===== src/rtl/data_sync_pkg.sv =====
// Shared definitions for the data synchronizer launch stage: state encoding,
// counter sizing helper and default timing constants.
package data_sync_pkg;

    typedef enum logic [1:0] {
        ST_IDLE  = 2'b00,
        ST_HOLD  = 2'b01,
        ST_GUARD = 2'b10
    } state_e;

    localparam int DEF_DWIDTH       = 8;
    localparam int DEF_HOLD_CYCLES  = 8;
    localparam int DEF_GUARD_CYCLES = 8;

    // Down-counter only ever holds (cycles-1), so clog2(max) bits suffice; keep >= 1 bit.
    function automatic int cnt_width(input int hold_cycles, input int guard_cycles);
        int max_cycles;
        int w;
        max_cycles = (hold_cycles > guard_cycles) ? hold_cycles : guard_cycles;
        w = $clog2(max_cycles);
        return (w < 1) ? 1 : w;
    endfunction

endpackage


===== src/rtl/data_sync_pend_reg.sv =====
// One-entry holding register with valid bit; clear wins over load.
module data_sync_pend_reg
    import data_sync_pkg::*;
#(
    parameter int DWIDTH = DEF_DWIDTH
) (
    input  logic              clk,
    input  logic              rstn,
    input  logic              load,
    input  logic              clear,
    input  logic [DWIDTH-1:0] d,
    output logic              valid,
    output logic [DWIDTH-1:0] q
);

    logic              valid_q, valid_d;
    logic [DWIDTH-1:0] data_q, data_d;

    always_comb begin
        valid_d = valid_q;
        data_d  = data_q;
        if (clear) begin
            valid_d = 1'b0;
        end else if (load) begin
            valid_d = 1'b1;
            data_d  = d;
        end
    end

    always_ff @(posedge clk or negedge rstn) begin
        if (!rstn) begin
            valid_q <= 1'b0;
            data_q  <= '0;
        end else begin
            valid_q <= valid_d;
            data_q  <= data_d;
        end
    end

    assign valid = valid_q;
    assign q     = data_q;

endmodule


===== src/rtl/data_sync_launcher.sv =====
// Source-domain launch stage: holds sync_ready for HOLD_CYCLES, then keeps
// sync_data frozen for GUARD_CYCLES before the next word may launch.
module data_sync_launcher
    import data_sync_pkg::*;
#(
    parameter int DWIDTH       = DEF_DWIDTH,
    parameter int HOLD_CYCLES  = DEF_HOLD_CYCLES,
    parameter int GUARD_CYCLES = DEF_GUARD_CYCLES
) (
    input  logic              clk,
    input  logic              rstn,
    input  logic [DWIDTH-1:0] s_data,
    input  logic              s_valid,
    output logic              s_ready,
    output logic [DWIDTH-1:0] sync_data,
    output logic              sync_ready,
    output logic              busy,
    output logic [1:0]        dbg_state
);

    localparam int            CW         = cnt_width(HOLD_CYCLES, GUARD_CYCLES);
    localparam logic [CW-1:0] HOLD_LOAD  = CW'(HOLD_CYCLES - 1);
    localparam logic [CW-1:0] GUARD_LOAD = CW'(GUARD_CYCLES - 1);
    localparam logic [CW-1:0] CNT_ONE    = CW'(1);

    // Handshake: a word moves when s_valid && s_ready at a rising edge;
    // s_ready depends only on the pending register, never on s_valid.
    state_e            state_q, state_d;
    logic [CW-1:0]     cnt_q, cnt_d;
    logic [DWIDTH-1:0] sync_data_q, sync_data_d;
    logic              sync_ready_q, sync_ready_d;

    logic              accept;
    logic              pend_load, pend_clear, pend_valid;
    logic [DWIDTH-1:0] pend_data;

    data_sync_pend_reg #(.DWIDTH(DWIDTH)) u_pend (
        .clk   (clk),
        .rstn  (rstn),
        .load  (pend_load),
        .clear (pend_clear),
        .d     (s_data),
        .valid (pend_valid),
        .q     (pend_data)
    );

    assign accept = s_valid && s_ready;

    always_ff @(posedge clk or negedge rstn) begin
        if (!rstn) begin
            state_q      <= ST_IDLE;
            cnt_q        <= '0;
            sync_data_q  <= '0;
            sync_ready_q <= 1'b0;
        end else begin
            state_q      <= state_d;
            cnt_q        <= cnt_d;
            sync_data_q  <= sync_data_d;
            sync_ready_q <= sync_ready_d;
        end
    end

    always_comb begin
        state_d      = state_q;
        cnt_d        = cnt_q;
        sync_data_d  = sync_data_q;
        sync_ready_d = sync_ready_q;
        pend_load    = 1'b0;
        pend_clear   = 1'b0;
        case (state_q)
            ST_IDLE: begin
                if (accept) begin
                    state_d      = ST_HOLD;
                    sync_data_d  = s_data;
                    sync_ready_d = 1'b1;
                    cnt_d        = HOLD_LOAD;
                end
            end
            ST_HOLD: begin
                pend_load = accept;
                if (cnt_q == '0) begin
                    state_d      = ST_GUARD;
                    sync_ready_d = 1'b0;
                    cnt_d        = GUARD_LOAD;
                end else begin
                    cnt_d = cnt_q - CNT_ONE;
                end
            end
            ST_GUARD: begin
                if (cnt_q == '0) begin
                    // A word arriving on the last guard cycle bypasses the pending register.
                    if (pend_valid) begin
                        state_d      = ST_HOLD;
                        sync_data_d  = pend_data;
                        sync_ready_d = 1'b1;
                        cnt_d        = HOLD_LOAD;
                        pend_clear   = 1'b1;
                    end else if (accept) begin
                        state_d      = ST_HOLD;
                        sync_data_d  = s_data;
                        sync_ready_d = 1'b1;
                        cnt_d        = HOLD_LOAD;
                    end else begin
                        state_d = ST_IDLE;
                    end
                end else begin
                    pend_load = accept;
                    cnt_d     = cnt_q - CNT_ONE;
                end
            end
            default: begin
                state_d      = ST_IDLE;
                sync_ready_d = 1'b0;
                cnt_d        = '0;
            end
        endcase
    end

    always_comb begin
        s_ready    = ~pend_valid;
        busy       = (state_q != ST_IDLE) || pend_valid;
        sync_data  = sync_data_q;
        sync_ready = sync_ready_q;
        dbg_state  = state_q;
    end

endmodule


===== config.mk =====
export PLATFORM = sky130hd
export DESIGN_NAME = data_sync_launcher
export DESIGN_NICKNAME = d
export VERILOG_FILES = /design/src/rtl/data_sync_pkg.sv /design/src/rtl/data_sync_pend_reg.sv /design/src/rtl/data_sync_launcher.sv
export SDC_FILE = /design/constraint.sdc
export NUM_CORES = 1
export LEC_CHECK = 0
export BUFFER_PORTS_ARGS = -buffer_cell sky130_fd_sc_hd__buf_4
export CAP_MARGIN = 40
export CELL_PAD_IN_SITES_DETAIL_PLACEMENT = 1
export CELL_PAD_IN_SITES_GLOBAL_PLACEMENT = 1
export CORE_ASPECT_RATIO = 2
export CORE_MARGIN = 3
export CORE_UTILIZATION = 45
export DETAILED_ROUTE_END_ITERATION = 8
export PLACE_DENSITY = 0.81
export SLEW_MARGIN = 20
export SYNTH_ARGS = -nofsm -noshare
export SYNTH_HDL_FRONTEND = slang
export SYNTH_SLANG_ARGS = --single-unit

===== constraint.sdc =====
create_clock -name clk -period 3.3 [get_ports clk]
set_input_delay 0.165 -clock clk [delete_from_list [all_inputs] [get_ports clk]]
set_output_delay 0.165 -clock clk [all_outputs]
set_load 0.05 [all_outputs]

* After elaboration in Yosys (flattened, before gate mapping)
Cells that the tools add are included.
** Word-level totals
- Flip-flop bits (word level) :: 23
- Output and inout port bits :: 13
- Input bits :: 11
- Word-level logic and storage cells :: 52
** Operators by class
- Add/sub/neg operators :: 1
- Bitwise operators :: 2
- Eq/ne operators :: 5
- Reductions and logical operators :: 11
- Multiplexer cells :: 27
** Operators by type and width (number)
- $mux W8 :: 3
- $pmux W8 S2 :: 1
- $mux W1 :: 12
- $mux W3 :: 4
- $pmux W3 S3 :: 1
- $mux W2 :: 3
- $ne A2 B2 Y1 const B :: 3
- $pmux W2 S3 :: 1
- $reduce_and A2 Y1 :: 3
- $reduce_bool A2 Y1 :: 3
- $logic_not A3 Y1 :: 1
- $pmux W1 S3 :: 1
- $reduce_and A3 Y1 :: 1
- $sub A3 B1 Y3 const B :: 1
- $eq A2 B1 Y1 const B :: 1
- $eq A2 B2 Y1 const B :: 1
- $logic_not A2 Y1 :: 1
- $not A1 Y1 :: 2
- $pmux W1 S2 :: 1
- $logic_and A1 B1 Y1 :: 1
- $logic_or A1 B1 Y1 :: 1

* Longest topological paths before layout
Gate-level depths: netlist (run 1).
- Depth after elaboration :: 6
- Gate-level depth with buffers :: 7
- Gate-level depth less buffers :: 6

* Cells and area by module
Synthesis (run 1) repeated with hierarchy kept, for this count alone.
** Second synthesis, totals
- Cells, all modules :: 115
- Area total of the unflattened synthesis :: 1273.7 µm²
** Modules (own cells, without submodules)
- data_sync_launcher :: sequential area each 350.3 µm², cells an instance 94, area an instance 895.9 µm², times used 1
- data_sync_pend_reg :: sequential area each 225.2 µm², cells an instance 21, area an instance 377.9 µm², times used 1

* Least setup slack after synthesis (run 1)
OpenSTA, ideal clock, no wires.
- Path kind :: register -> register
- Start point :: reg state_q[0], in the netlist dbg_state[0]
- End point :: reg state_q[0], in the netlist dbg_state[0]
- Period minus slack after synthesis :: 2.000 ns
- Required time :: 3.212 ns
- Library setup time :: 0.088 ns
- Data arrival time :: 1.911 ns
- Path buffers :: 1
- Cell stages (with the launch flop) :: 8
- Setup slack :: 1.300 ns
- Cells stage by stage :: dfrtp_1 -> inv_1 -> ha_1 -> buf_6 -> nor2_8 -> nor2_2 -> or4_1 -> o211ai_1
** Between the ends
- Cells in the longest elaborated chain, start to end :: 3
- Elaborated cells between the ends (all ways) :: 8
- Those cells by class :: eq/ne (5); mux (1); reduce/logical (2)
** Ends and longest elaborated chain
- from (decl) :: RTL line data_sync_launcher.sv:28 : state_e state_q, state_d;
- from (signal assigned) :: RTL line data_sync_launcher.sv:56 : state_q <= state_d;
- $eq A2 B1 Y1 (tied with other cells) :: RTL line data_sync_launcher.sv:70 : case (state_q)
- $ne A2 B2 Y1 (no line)
- $reduce_and A3 Y1 (no line)
Several ways; a longest one is shown, not always the timed one.
A chain may end at the register's enable or synchronous reset.

* Worst setup path in the final report (run 1)
- Start point :: reg state_q[0], in the netlist dbg_state[0]
- End point :: reg sync_data_q[3], in the netlist sync_data[3]
** Between the ends
- Cells in the longest elaborated chain, start to end :: 3
- Elaborated cells between the ends (all ways) :: 6
- Those cells by class :: eq/ne (2); mux (1); reduce/logical (3)
** Ends and longest elaborated chain
- $eq A2 B2 Y1 or $logic_not A2 Y1 (tied branches) :: RTL line data_sync_launcher.sv:70
- $ne A2 B2 Y1 (no line) or $reduce_bool A2 Y1 (tied branches)
- $reduce_and A2 Y1 (no line)
- to (signal assigned) :: RTL line data_sync_launcher.sv:58 : sync_data_q <= sync_data_d;
- to (decl) :: RTL line data_sync_launcher.sv:30 : logic [DWIDTH-1:0] sync_data_q, sync_data_d;
Several ways; a longest one is shown, not always the timed one.

==> metrics, run 1 <==
status complete, no violations; RR Startpoint dbg_state[0]$_DFFE_PN0P_; area delta synth->final 19.00%; GRT overflow 0; Area contributors post-synth dfrtp_1 47%, mux2_2 7.3%, ha_1 6.1%; Initial Utilization 0.4791; Max Fclk 0.4529 GHz; most common flop cell mapped by yosys dfrtp_1; CP required 3.48 ns; Hold Path Depth 2; initial antenna violation count 0; Max IR drop VDD 0.5419 mV; Die Width 42.99 µm; post-synth top area share 0.4675; Diodes inserted 0; CTS tree yes; Crit Path Class flop to flop; DP Worst Slack 1.054 ns; Final ANT Viol Nets 0; CTS clk-pin slew, worst paths 0.08 ns; Worst Setup Start Kind flop; EDFF count, synth 0; DRC Markers 0; CP Max Fanout 11; # nets final 152; layout cells sized above 1 0.3134; largest net degree at the start of global routing 24; Hold EP u_pend.q[4]$_DFFE_PN0P_; CTS sink cnt 23; RR Endpoint sync_data[3]$_DFFE_PN0P_; setup slack, reg-to-reg 1.09 ns; routed wire length 3044 µm; hold crit path type input port to flop; worst path cell trace inv_1, ha_1, mux2i_4, a21boi_4, a2bb2oi_1; FF-to-FF path depth 5; post-detail-place hpwl 2379 µm; Worst-Margin Slew 0.5877 ns; sequential cell area 575.6 µm²; Hold WS 0.1369 ns; final setup fails 0; vias in the first global route 1040; Setup TNS 0 ns; deepest clock path buffer count 2; Avg Inst Size Synth 11.19 µm²; final instance area 1465 µm²; cell type with the highest aggregate area in the netlist dfrtp_1; Async SR Flop Fraction 1.000; routed len/inst 18.79 µm; post-CTS setup buffer count 0; MaxCap Viol Count 0; Root Driver clkbuf_8; final period demand of the worst path 2.208 ns; via count 969; count leader, synth dfrtp_1; die area 3438 µm²; via-per-instance ratio 5.981; core area 2570 µm²; Synth Warn # 0; dpl cell area 1410 µm²; Final Hold Viols 0; Relative slew margins 0.6082; final core occ 0.5701; area of the multi-input gates 604.3 µm²; Power per Cell Area 1239 nW/µm²; CP max-delay cell ha_1; global-route wire length before repair 4954 µm; period utilization 0.6691; syn nets 127; setup ws final 1.092 ns; clk_skew 0.004448 ns; IO buf count 23; static leakage 0.6454 nW; # rows 26; TritonCTS Buffers 3; gr usage total 0.1947; register area share after synthesis 0.4675; Synth cell types 34; Slew Viols, Final 0; routability cong. 0.7903; Mapped Area 1231 µm²; RSZ-0062 raised after global routing false; Buf+Inv Stages, Crit Path 1; Cells after Synth 110; drt first-iter violations 11; flops & latches, synth 23; Hold Startpoint s_data[4]; fillers 288; drt pass-1 iters 4; Worst Path Arrival 2.39 ns; Die H 79.97 µm; I/O Pins 24; delay-heaviest family, CP compound AO/OA/AOI/OAI gates; Crit path largest cell delay 0.53 ns; Crit. End Element flop; Commonest cells post-synth 23 x dfrtp_1, 9 x o22ai_1, 8 x a21oi_1, 8 x a2bb2oi_1, 8 x mux2_2; CTS H-tree depth 1; worst skew pair latency 0.27 ns
## worst register-to-register path, cell delays in order (launching register included)
cell and delay, ns:
dfrtp_1 0.44, inv_1 0.10, ha_1 0.53, mux2i_4 0.47
a21boi_4 0.36, a2bb2oi_1 0.22
## layer usage
metal  GRT usage  routed length (µm)  vias to the layer above
li1            -                   -                      451
met1      0.1813                1050                      483
met2      0.3976                1836                       26
met3     0.01354                  75                        9
met4     0.09063                  82                        0
met5           0                   0                        -
## flip-flops by register name (all words and copies together) (netlist names)
register      flops
sync_data         8
u_pend.q          8
cnt_q             3
dbg_state         2
sync_ready        1
u_pend.valid      1
## area by class of cell
type | instances | share of cell area
inverter | 6 | 0.01537
tap | 28 | 0.02391
multi-input combinational | 77 | 0.4125
clock buffer | 4 | 0.03074
timing repair buffer | 24 | 0.1247
sequential | 23 | 0.3928
## metrics by stage
| stage | total power, mW | instances |
|---|---|---|
| 6_report | 1.815 | 162 |
| 3_5_place_dp | 1.654 | 157 |
| 5_1_grt | 1.933 | 162 |
| 4_1_cts | 1.834 | 162 |
| 2_1_floorplan | 1.366 | 110 |
| 3_3_place_gp | 1.612 | 157 |
## timing repair
item	in CTS	in global routing
hold buffers	1	0
resized for setup	0	0
endpoints found under the hold margin	23	0
## report_power, final
group / internal (mW) / leakage, nW / switching [mW]
Combinational: 0.425 / 0.355 / 0.685
Sequential: 0.427 / 0.268 / 0.102
Clock: 0.0863 / 0.0228 / 0.0885
Total: 0.939 / 0.645 / 0.876
## cells in the final DEF, fill, tap and decap left out, drive strengths merged
cell / instances
buf: 23
nor2: 8
a311oi: 1
mux2i: 1
nand2: 6
o22a: 1
o2bb2a: 1
o211ai: 1
a2bb2oi: 8
inv: 6
or4: 1
nor3: 2
a21boi: 1
mux2: 8
dfrtp: 23
nand2b: 2
ha: 6
clkbuf: 4
a31oi: 1
a21oi: 8
o22ai: 9
a211o: 1
and2b: 1
dlygate4sd3: 1
nor4b: 1
nor2b: 1
nand3: 1
o21ai: 7
## worst max path at each step
stage,depth (start not counted),startpoint,endpoint
3_5_place_dp,5,dbg_state[0]$_DFFE_PN0P_,sync_data[3]$_DFFE_PN0P_
3_3_place_gp,5,dbg_state[0]$_DFFE_PN0P_,sync_data[1]$_DFFE_PN0P_
4_1_cts,5,dbg_state[0]$_DFFE_PN0P_,sync_data[3]$_DFFE_PN0P_
5_1_grt,5,dbg_state[0]$_DFFE_PN0P_,sync_data[3]$_DFFE_PN0P_
6_report,5,dbg_state[0]$_DFFE_PN0P_,sync_data[3]$_DFFE_PN0P_
2_1_floorplan,7,dbg_state[0]$_DFFE_PN0P_,dbg_state[0]$_DFFE_PN0P_
## kinds of logic (layout without fill, tap and decap cells)
logic type	count (synthesis)	after routing	synth area share
compound gates	39	39	0.2195
fa+ha+maj	6	6	0.06097
buf+inv	10	34	0.04167
flops	23	23	0.4675
mux	9	9	0.09147
simple gates	23	23	0.1189
Note: power is estimated with default switching activity, not from simulation.
==> run 2: changes to the inputs <==
CORE_UTILIZATION = 38   (was 45)
PLACE_DENSITY = 0.73   (was 0.81)
clock period = 1.9 ns   (was 3.3 ns; I/O delays follow)
==> metrics, run 2 (same netlist as run 1, synthesis figures left out) <==
status complete, no violations (unchanged); deepest clock path buffer count 2 (unchanged); core area 3048 µm² (was 2570 µm²); final setup fails 0 (unchanged); Root Driver clkbuf_8 (unchanged); setup ws final 0.1393 ns (was 1.092 ns); area delta synth->final 22.26% (was 19.00%); static leakage 0.6594 nW (was 0.6454 nW); Slew Viols, Final 0 (unchanged); worst skew pair latency 0.26 ns (was 0.27 ns); CP Max Fanout 9 (was 11); Initial Utilization 0.4039 (was 0.4791); drt pass-1 iters 4 (unchanged); Setup TNS 0 ns (unchanged); via-per-instance ratio 5.780 (was 5.981); CTS clk-pin slew, worst paths 0.08 ns (about the same); # nets final 156 (was 152); placed insts 163 (was 157); post-detail-place hpwl 2403 µm (was 2379 µm); largest net degree at the start of global routing 24 (unchanged); die area 4000 µm² (was 3438 µm²); Diodes inserted 0 (unchanged); via count 971 (was 969); fin cells 168 (was 162); period utilization 0.9267 (was 0.6691); Worst-Margin Slew 0.3806 ns (was 0.5877 ns); DRC Markers 0 (unchanged); vias in the first global route 1060 (was 1040); routed wire length 3028 µm (was 3044 µm); IO buf count 23 (unchanged); Hold WS 0.07291 ns (was 0.1369 ns); Crit path largest cell delay 0.45 ns (was 0.53 ns); Max Fclk 0.5680 GHz (was 0.4529 GHz); CTS tree yes (unchanged); hold crit path type input port to flop (unchanged); final core occ 0.4938 (was 0.5701); dpl cell area 1445 µm² (was 1410 µm²); Crit Path Class flop to flop (unchanged); CP required 2.08 ns (was 3.48 ns); post-CTS setup buffer count 0 (unchanged); clk_skew 0.005092 ns (was 0.004448 ns); Die Width 46.25 µm (was 42.99 µm); # rows 28 (was 26); Relative slew margins 0.7463 (was 0.6082); drt first-iter violations 26 (was 11); Worst Setup Start Kind flop (unchanged); initial antenna violation count 0 (unchanged); layout cells sized above 1 0.3623 (was 0.3134); Crit. End Element flop (unchanged); CTS H-tree depth 1 (unchanged); RSZ-0062 raised after global routing false (unchanged); CTS sink cnt 23 (unchanged); routed len/inst 18.02 µm (was 18.79 µm); commonest non-fill, non-tap cells in the layout 27 x buf_4, 21 x dfrtp_1, 9 x o22ai_1 (was 23 x dfrtp_1, 23 x buf_4, 9 x o22ai_1); Final Hold Viols 0 (unchanged); I/O Pins 24 (unchanged); commonest non-fill, non-tap cell in the layout buf_4; DP Worst Slack 0.02621 ns (was 1.054 ns); MaxCap Viol Count 0 (unchanged); GRT overflow 0 (unchanged); Final ANT Viol Nets 0 (unchanged); final period demand of the worst path 1.761 ns (was 2.208 ns); worst path cell trace inv_1, ha_2, buf_4, nand2_2, a21boi_4, a2bb2oi_1 (was inv_1, ha_1, mux2i_4, a21boi_4, a2bb2oi_1); total power draw 3.208 mW (was 1.815 mW); Worst Path Arrival 1.94 ns (was 2.39 ns); final instance area 1505 µm² (was 1465 µm²); Max IR drop VDD 1.302 mV (was 0.5419 mV); gr usage total 0.1710 (was 0.1947); routability cong. 0.8169 (was 0.7903); global-route wire length before repair 5043 µm (was 4954 µm); TritonCTS Buffers 3 (unchanged); Die H 86.50 µm (was 79.97 µm); CP max-delay cell dfrtp_2 (was ha_1); Power per Cell Area 2132 nW/µm² (was 1239 nW/µm²)
==> run 2: changes by cell type in the layout (fill, tap and decap cells not counted) <==
cell,before,now
dfrtp_1,23,21
dfrtp_2,0,2
buf_4,23,27
ha_2,0,2
ha_1,6,4
==> run 2: metal layers <==
layer	routed length, µm	part of all wire	global-route usage	up-vias
met5	0	0	0	-
met4	23	0.0076	0.04663	0
met3	68	0.022	0.02079	2
met2	1847	0.61	0.3241	16
met1	1089	0.36	0.1835	493
li1	-	-	-	460
==> run 2: power breakdown <==
part           leakage [nW]  internal (mW)  switching (mW)
Clock                0.0228          0.149           0.152
Sequential            0.265          0.745           0.175
Combinational         0.371          0.794            1.19
Total                 0.659           1.69            1.52
==> run 2: repair_timing <==
action	CTS	global route
pin swaps	0	1
hold buffers	1	0
gates resized for setup	1	1
hold endpoints to repair	23	0
endpoints found under the setup margin	2	14
==> run 2: final timing paths <==
check | from | end | slack, ns | cells past startpoint
setup / recovery | dbg_state[0]$_DFFE_PN0P_ | sync_data[7]$_DFFE_PN0P_ | 0.14 | 6
hold / removal | s_data[0] | u_pend.q[0]$_DFFE_PN0P_ | 0.07 | 2
setup reg to reg | dbg_state[0]$_DFFE_PN0P_ | sync_data[7]$_DFFE_PN0P_ | 0.14 | 6
hold reg to reg | u_pend.q[5]$_DFFE_PN0P_ | u_pend.q[5]$_DFFE_PN0P_ | 0.52 | 1
max in group asynchronous | rstn | dbg_state[0]$_DFFE_PN0P_ | 1.39 | 2
min in group asynchronous | rstn | cnt_q[0]$_DFF_PN0_ | 0.26 | 2
==> run 2: layout make-up <==
| class | instances | area, µm² |
|---|---|---|
| fillers | 339 | 1543 |
| multi-input cells | 77 | 609.3 |
| flip-flops and latches | 23 | 578.1 |
| repair buffers | 28 | 212.7 |
| clock buffers | 4 | 45.04 |
| well taps | 30 | 37.54 |
| inverters | 6 | 22.52 |
==> run 2: worst max-delay path: cells and delay by family, from the launching register on <==
kind / cells / cell delay [ns]
AO/OA/AOI/OAI: 2 / 0.49
adder cells (fa/ha/maj): 1 / 0.25
buffers and inverters: 2 / 0.30
flip-flops: 1 / 0.45
AND/OR/NAND/NOR: 1 / 0.17
==> run 3: changes to the inputs <==
PLACE_DENSITY = not set   (was 0.73)
PLACE_DENSITY_LB_ADDON = 0.1   (was not set)
==> metrics, run 3 (same netlist as run 1, synthesis figures left out) <==
area delta synth->final 22.87% (was 22.26%); via-per-instance ratio 5.710 (was 5.780); Max IR drop VDD 0.8394 mV (was 1.302 mV); worst skew pair latency 0.26 ns (about the same); commonest non-fill, non-tap cells in the layout 28 x buf_4, 21 x dfrtp_1, 9 x o22ai_1 (was 27 x buf_4, 21 x dfrtp_1, 9 x o22ai_1); Max Fclk 0.5711 GHz (was 0.5680 GHz); Setup TNS 0 ns (unchanged); Internal 1.692 mW (was 1.689 mW); Relative slew margins 0.7906 (was 0.7463); Sw Ratio 0.4723 (was 0.4736); CP required 2.08 ns (about the same); status complete, no violations (unchanged); CTS sink cnt 23 (unchanged); Crit path largest cell delay 0.45 ns (about the same); final setup fails 0 (unchanged); # nets final 157 (was 156); clk_skew 0.006246 ns (was 0.005092 ns); global-route wire length before repair 5154 µm (was 5043 µm); routability cong. 0.8573 (was 0.8169); delay-heaviest family, CP compound AO/OA/AOI/OAI gates (unchanged); CTS H-tree depth 1 (unchanged); setup ws final 0.1489 ns (was 0.1393 ns); FF-to-FF path depth 6 (unchanged); IO buf count 23 (unchanged); fillers 335 (was 339); GRT overflow 0 (unchanged); core area 3048 µm² (unchanged); drt pass-1 iters 4 (unchanged); Worst-Margin Slew 0.3141 ns (was 0.3806 ns); drt first-iter violations 11 (was 26); DRC Markers 0 (unchanged); Clock Power Share 0.093 (was 0.094); Comb pwr share 0.623 (was 0.619); final instance area 1513 µm² (was 1505 µm²); MaxCap Viol Count 0 (unchanged); static leakage 0.6636 nW (was 0.6594 nW); Crit. End Element flop (unchanged); Initial Utilization 0.4039 (unchanged); Root Driver clkbuf_8 (unchanged); Final ANT Viol Nets 0 (unchanged); Die H 86.50 µm (unchanged); Worst Setup Start Kind flop (unchanged); DP Worst Slack 0.05036 ns (was 0.02621 ns); CP Max Fanout 8 (was 9); post-detail-place hpwl 2300 µm (was 2403 µm); Diodes inserted 0 (unchanged); die area 4000 µm² (unchanged); final period demand of the worst path 1.751 ns (was 1.761 ns); hold crit path type input port to flop (unchanged); Psw 1.514 mW (was 1.519 mW); TritonCTS Buffers 3 (unchanged); Crit Path Class flop to flop (unchanged); Power per Cell Area 2120 nW/µm² (was 2132 nW/µm²); total power draw 3.206 mW (was 3.208 mW); post-CTS setup buffer count 0 (unchanged); vias in the first global route 1074 (was 1060); worst path cell trace inv_1, ha_2, buf_4, nand2_2, a21boi_4, a2bb2oi_1 (unchanged); CP max-delay cell dfrtp_2 (unchanged); Worst Path Arrival 1.93 ns (was 1.94 ns); Buf+Inv Stages, Crit Path 2 (unchanged); period utilization 0.9216 (was 0.9267); CTS clk-pin slew, worst paths 0.08 ns (about the same); initial antenna violation count 0 (unchanged); RSZ-0062 raised after global routing false (unchanged); Worst path depth 6 (unchanged); Hold Path Depth 2 (unchanged); Die Width 46.25 µm (unchanged); Final Hold Viols 0 (unchanged); area of the multi-input gates 609.3 µm² (unchanged); gr usage total 0.1739 (was 0.1710); layout cells sized above 1 0.3669 (was 0.3623); sequential cell area 578.1 µm² (unchanged); largest net degree at the start of global routing 24 (unchanged); share of total power in sequential cells 0.283 (was 0.287); deepest clock path buffer count 2 (unchanged); I/O Pins 24 (unchanged); routed wire length 2931 µm (was 3028 µm); commonest non-fill, non-tap cell in the layout buf_4 (unchanged); routed len/inst 17.34 µm (was 18.02 µm); Slew Viols, Final 0 (unchanged); CTS tree yes (unchanged); # rows 28 (unchanged); via count 965 (was 971); dpl cell area 1453 µm² (was 1445 µm²)
## run 3: cell count changes in the layout (fill, tap and decap cells not counted)
cell,previous run,this run
buf_4,27,28
## run 3: worst reg2reg max path: stages (launching register included)
cell and delay, ns:
dfrtp_2 0.45, inv_1 0.10, ha_2 0.26, buf_4 0.21
nand2_2 0.14, a21boi_4 0.31, a2bb2oi_1 0.20
## run 3: repair_timing
| action | 4_1_cts | 5_1_grt |
|---|---|---|
| endpoints found under the hold margin | 23 | 0 |
| resized for setup | 0 | 2 |
| hold buffers | 1 | 0 |
| endpoints found under the setup margin | 0 | 12 |
## run 3: through the flow
step / hold WS (ns) / instances / utilization
finish: 0.07725 / 169 / 0.4963
global route: 0.06905 / 169 / 0.4963
CTS: 0.06920 / 169 / 0.4947
detailed placement: 0.01414 / 164 / 0.4766
global placement: 0.01021 / 164 / 0.4766
floorplan: -0.2006 / 110 / -
## run 3: area by class of cell
cell class,instances,share of cell area
clock buffers,4,0.02978
inverters,6,0.01489
multi-input cells,77,0.4028
flip-flops and latches,23,0.3821
well taps,30,0.02481
repair buffers,29,0.1456
## run 3: routing by layer
layer / share of wire / vias up / global-route usage
met3: 0.022 / 2 / 0.01871
met4: 0.0078 / 0 / 0.05959
met5: 0 / - / 0
met2: 0.57 / 12 / 0.3103
met1: 0.40 / 490 / 0.2027
li1: - / 461 / -
## run 3: final timing paths
kind,from,endpoint,slack (ns)
max in group asynchronous,rstn,dbg_state[1]$_DFFE_PN0P_,1.37
worst max register to register,dbg_state[0]$_DFFE_PN0P_,sync_data[0]$_DFFE_PN0P_,0.15
worst min register to register,u_pend.q[7]$_DFFE_PN0P_,u_pend.q[7]$_DFFE_PN0P_,0.52
min in group asynchronous,rstn,cnt_q[1]$_DFF_PN0_,0.26
worst max-delay path,dbg_state[0]$_DFFE_PN0P_,sync_data[0]$_DFFE_PN0P_,0.15
worst min-delay path,s_data[2],u_pend.q[2]$_DFFE_PN0P_,0.08
## run 3: power groups by stage
stage                     clock network [mW]  registers (mW)  logic (mW)
after floorplan                            0            1.27        1.11
after global placement                     0           0.904        1.98
after detailed placement                   0           0.920        2.01
after CTS                              0.312           0.913        2.02
after global routing                   0.336           0.948        2.17
final                                  0.299           0.909        2.00
